<file path="config.mk">
export PLATFORM = sky130hd
export DESIGN_NAME = quantizer
export DESIGN_NICKNAME = d
export VERILOG_FILES = /design/src/rtl/quantizer.sv
export SDC_FILE = /design/constraint.sdc
export NUM_CORES = 2
export LEC_CHECK = 0
export ABC_AREA = 1
export BUFFER_PORTS_ARGS = -buffer_cell sky130_fd_sc_hd__clkbuf_2
export CAP_MARGIN = 10
export CORE_ASPECT_RATIO = 1.25
export CORE_UTILIZATION = 26
export CTS_BUF_LIST = sky130_fd_sc_hd__clkbuf_8
export CTS_CLUSTER_DIAMETER = 150
export DETAILED_ROUTE_END_ITERATION = 16
export SLEW_MARGIN = 0
export SYNTH_ARGS = -nofsm -noshare
export SYNTH_HDL_FRONTEND = slang
export SYNTH_SLANG_ARGS = --single-unit
</file>
<file path="constraint.sdc">
create_clock -name clk -period 6.4 [get_ports clk]
set_clock_uncertainty 0.2 [all_clocks]
set_input_delay 1.28 -clock clk [delete_from_list [all_inputs] [get_ports clk]]
set_output_delay 1.28 -clock clk [all_outputs]
set_load 0.02 [all_outputs]
</file>
<file path="src/rtl/quantizer.sv">
// quantizer: JPEG quantizer stage (reciprocal table x coef, floor or QUANTIZER_ROUND_EN round-half-away, saturate to out_width; ports clk/reset, in_valid/in_first/in_coef, tbl_we/tbl_addr/tbl_data, out_valid/out_coef/out_index/out_last)
module pipelined_multiplier #(
  parameter int width = 16,
  parameter int depth = 2
) (
  input  logic                      clk,
  input  logic signed [width-1:0]   a,
  input  logic signed [width-1:0]   b,
  output logic signed [2*width-1:0] p
);
  logic signed [2*width-1:0] pipe [depth];
  always_ff @(posedge clk) begin
    pipe[0] <= (2*width)'(a) * (2*width)'(b);
    for (int i = 1; i < depth; i++) pipe[i] <= pipe[i-1];
  end
  assign p = pipe[depth-1];
endmodule

module quantizer #(
  parameter int width      = 16,
  parameter int mult_depth = 2,
  parameter int frac_bits  = 14,
  parameter int out_width  = 12
) (
  input  logic                        clk,
  input  logic                        reset,
  input  logic                        in_valid,
  input  logic                        in_first,
  input  logic signed [width-1:0]     in_coef,
  input  logic                        tbl_we,
  input  logic [5:0]                  tbl_addr,
  input  logic signed [width-1:0]     tbl_data,
  output logic                        out_valid,
  output logic signed [out_width-1:0] out_coef,
  output logic [5:0]                  out_index,
  output logic                        out_last
);
  localparam int pw = 2*width + 1;
  localparam logic signed [pw-1:0] hi = pw'((1 << (out_width-1)) - 1);
  localparam logic signed [pw-1:0] lo = ~hi;
  logic [5:0] cnt, idx, s0_idx;
  logic signed [width-1:0] tbl [64];
  logic signed [width-1:0] s0_coef, s0_rec;
  logic s0_v;
  logic [mult_depth-1:0] vp;
  logic [5:0] ip [mult_depth];
  logic signed [2*width-1:0] p;
  logic signed [pw-1:0] pe, sc;
  logic signed [out_width-1:0] sat;
`ifdef QUANTIZER_ROUND_EN
  localparam logic signed [pw-1:0] half = pw'(1) << (frac_bits-1);
  logic signed [pw-1:0] mag, rnd;
`endif
  assign idx = in_first ? 6'd0 : cnt;
  always_ff @(posedge clk) begin
    if (tbl_we) tbl[tbl_addr] <= tbl_data;
    s0_coef <= in_coef;
    s0_rec  <= tbl[idx];
    s0_idx  <= idx;
    ip[0]   <= s0_idx;
    for (int i = 1; i < mult_depth; i++) ip[i] <= ip[i-1];
  end
  pipelined_multiplier #(.width(width), .depth(mult_depth)) u_mult (
    .clk(clk),
    .a(s0_coef),
    .b(s0_rec),
    .p(p)
  );
  always_comb begin
    pe = pw'(p);
`ifdef QUANTIZER_ROUND_EN
    mag = pe[pw-1] ? -pe : pe;
    rnd = (mag + half) >>> frac_bits;
    sc  = pe[pw-1] ? -rnd : rnd;
`else
    sc  = pe >>> frac_bits;
`endif
    sat = sc > hi ? hi[out_width-1:0] : sc < lo ? lo[out_width-1:0] : sc[out_width-1:0];
  end
  always_ff @(posedge clk) begin
    if (reset) begin
      cnt       <= 6'd0;
      s0_v      <= 1'b0;
      vp        <= '0;
      out_valid <= 1'b0;
      out_coef  <= '0;
      out_index <= 6'd0;
      out_last  <= 1'b0;
    end else begin
      if (in_valid) cnt <= idx + 6'd1;
      s0_v  <= in_valid;
      vp[0] <= s0_v;
      for (int i = 1; i < mult_depth; i++) vp[i] <= vp[i-1];
      out_valid <= vp[mult_depth-1];
      out_coef  <= sat;
      out_index <= ip[mult_depth-1];
      out_last  <= vp[mult_depth-1] && ip[mult_depth-1] == 6'd63;
    end
  end
endmodule

</file>
==> out/results.txt <==
status: complete, no violations
Yosys reg bits: 1139
grt ovf: 0
combinational family with the most area after synthesis: simple AND/OR/NAND/NOR gates
# fillers: 22800
worst relative slew slack: 22.8%
commonest cells after routing, fill and taps aside: 1620 x nand2_1, 1304 x inv_1, 1024 x edfxtp_1
clock sinks: 1139
Setup TNS: 0 ns
simple-gate share of the synthesized area: 20.2%
pin count of the biggest net entering global routing: 151
xor-xnor portion of the synthesized cell area: 0.152%
worst vdd ir: 0.000735 V
CTS clk-pin slew, worst paths: 0.07 ns
hold path startpoint: s0_idx[1]$_DFF_P_
RD Place Congestion: 0.864
die area: 223000 um^2
compound-cell area share of the yosys netlist: 0.928%
core area: 220000 um^2
Max-cap violations: 0
layout cell share with drive strength beyond 1: 7.54%
Vias: 39500
ANT nets after route: 0
Std-Cell Rows: 192
Netlist Area Pre-Place: 57600 um^2
1st-iter DRT viols: 3402
Worst setup EP type: flip-flop
vias in the first global route: 38600
vias per cell: 4.37
Synth Area in Adders: 10.8%
Post-CTS Hold Buffers: 0
crit-path cells: nand2_1, fa_1, inv_1, fa_1, fa_1, fa_1, fa_1, inv_1, fa_1, inv_1, ha_1, nand2_1, nor2_1, nand2_1, nor3_1, o21ai_0, nand3_1, nand2_1
Syn Inst Count: 5860
R2R Path Start: s0_coef[14]$_DFF_P_
leading cell type in the layout, fill and taps excluded: nand2_1
CP delay by family, top: adder cells
final hold viol count: 0
TritonCTS Buffers: 188
Final Max Tran Viols: 0
arrival time worst endpoint: 6.61 ns
Residual DRC: 0
H-tree lvl count: 4
Inst Count DP: 8686
Max clock buf depth: 3
Worst-Skew Late Latency: 0.95 ns
synth warn: 0
post-DP HPWL: 93900 um
fraction of synthesized area in multiplexers: 0%
Die Y: 528 um
CP Launch Point: s0_coef[14]$_DFF_P_
Post-CTS Setup Repair Bufs: 0
Die W: 423 um
min Tclk post-route: 6.02 ns
post-route insts no fill: 9038
Pleak: 28.8 nW
# resized after CTS: 0
Port-buffer cells: 62
Initial Utilization: 26.2%
fin crit share: 94.0%
CP Class: flip-flop to flip-flop
CP most frequent cell: fa_1
hold slack: 0.122 ns
Crit-path slowest cell: dfxtp_1
initial antenna violation count: 4
Routed Wire Length: 154000 um
syn avg cell area: 9.82 um^2
Buffers & Inverters on Critical Path: 3
first-pass GRT wire length: 231000 um
critical path's largest stage delay: 0.84 ns
drt pass-1 iters: 6
CTS Root Cell: clkbuf_8
crit-path max FO: 16
reg2reg setup slack: 0.38 ns
Mapped Nets: 6244
endpoints failing setup: 0
Layout area overhead: 12.7%
Startpoint Class: flip-flop
Synth cell types: 42
TritonCTS clock tree: yes
Fmax achieved: 166 MHz
Power Dens Cells: 442 nW/um^2
Ports: 63
worst-margin pin slew: 1.15 ns
Critical Path RT: 6.99 ns
Worst Hold Class: flip-flop to flip-flop
post-synthesis sequential area ratio: 57.4%
DR WL/cell: 17.1 um
Nets: 6350
RSZ-0062 raised after global routing: false
gr usage total: 13.6%
## cell families after synthesis
logic type | Yosys count
fa+ha+maj | 341
compound gates | 90
simple gates | 2754
flops | 1139
buf+inv | 1526
xor+xnor | 10
## sequential cells by signal (all words and copies together), names as in the netlist
name         count
cnt              6
ip              12
out_coef        12
out_index        6
out_last         1
out_valid        1
s0_coef         16
s0_idx           6
s0_rec          16
s0_v             1
tbl           1024
u_mult.pipe     36
vp               2
## metal layers
metal	vias up	GRT usage, %	wire length (um)
met3	290	2.28	10400
li1	18700	-	-
met1	19100	17.2	63700
met2	1384	22.5	74400
met5	-	0	16
met4	2	5.96	5770
## cell usage after synthesis, drive strengths merged
cell type | instances | area (um^2)
nand2 | 1622 | 6090
inv | 1242 | 4660
edfxtp | 1024 | 30700
nand3 | 918 | 4590
fa | 261 | 5230
buf | 185 | 1000
nor2 | 166 | 647
dfxtp | 115 | 2300
clkbuf | 98 | 369
ha | 80 | 1000
a21oi | 34 | 170
o21ai | 23 | 115
or2 | 20 | 125
o211ai | 16 | 120
nand4 | 14 | 87.6
nor3 | 10 | 55.1
xor2 | 6 | 52.6
o21bai | 5 | 37.5
o21a | 4 | 30.0
xnor2 | 4 | 35.0
a21o | 2 | 15.0
a22oi | 2 | 15.0
a311oi | 2 | 17.5
a211oi | 1 | 7.51
a31oi | 1 | 6.26
and3 | 1 | 6.26
clkinv | 1 | 3.75
nand3b | 1 | 7.51
nor3b | 1 | 7.51
nor4 | 1 | 6.26
## path summary, 6_finish.rpt
check	cells after the start	to
setup / recovery	18	u_mult.pipe[0][28]$_DFF_P_
hold / removal	0	ip[0][1]$_DFF_P_
setup reg to reg	18	u_mult.pipe[0][28]$_DFF_P_
hold reg to reg	0	ip[0][1]$_DFF_P_
## where the power goes
group / leakage [nW] / switching, W / internal, W
Combinational: 16.5 / 0.00911 / 0.00493
Clock: 2.05 / 0.00308 / 0.00300
Sequential: 10.2 / 0.000115 / 0.00847
## layout make-up
class | instances | area, um^2 | area share [%]
sequential | 1139 | 33100 | 50.9
multi-input combinational | 3195 | 18500 | 28.5
inverter | 1243 | 4680 | 7.21
tap | 2910 | 3640 | 5.61
clock buffer | 192 | 2640 | 4.07
timing repair buffer | 199 | 1460 | 2.26
clock inverter | 157 | 901 | 1.39
antenna | 3 | 7.51 | 0.0116
## per-stage QoR
step	setup WS, ns	instance area, um^2	util [%]	power, W
after floorplan	0.759	57600	-	0.0188
after global placement	0.419	61400	27.9	0.0230
after detailed placement	0.442	61400	27.9	0.0229
after CTS	0.371	64900	29.6	0.0291
after global routing	0.0240	64900	29.6	0.0311
final	0.383	64900	29.6	0.0287
Note: power is estimated with default switching activity, not from simulation.
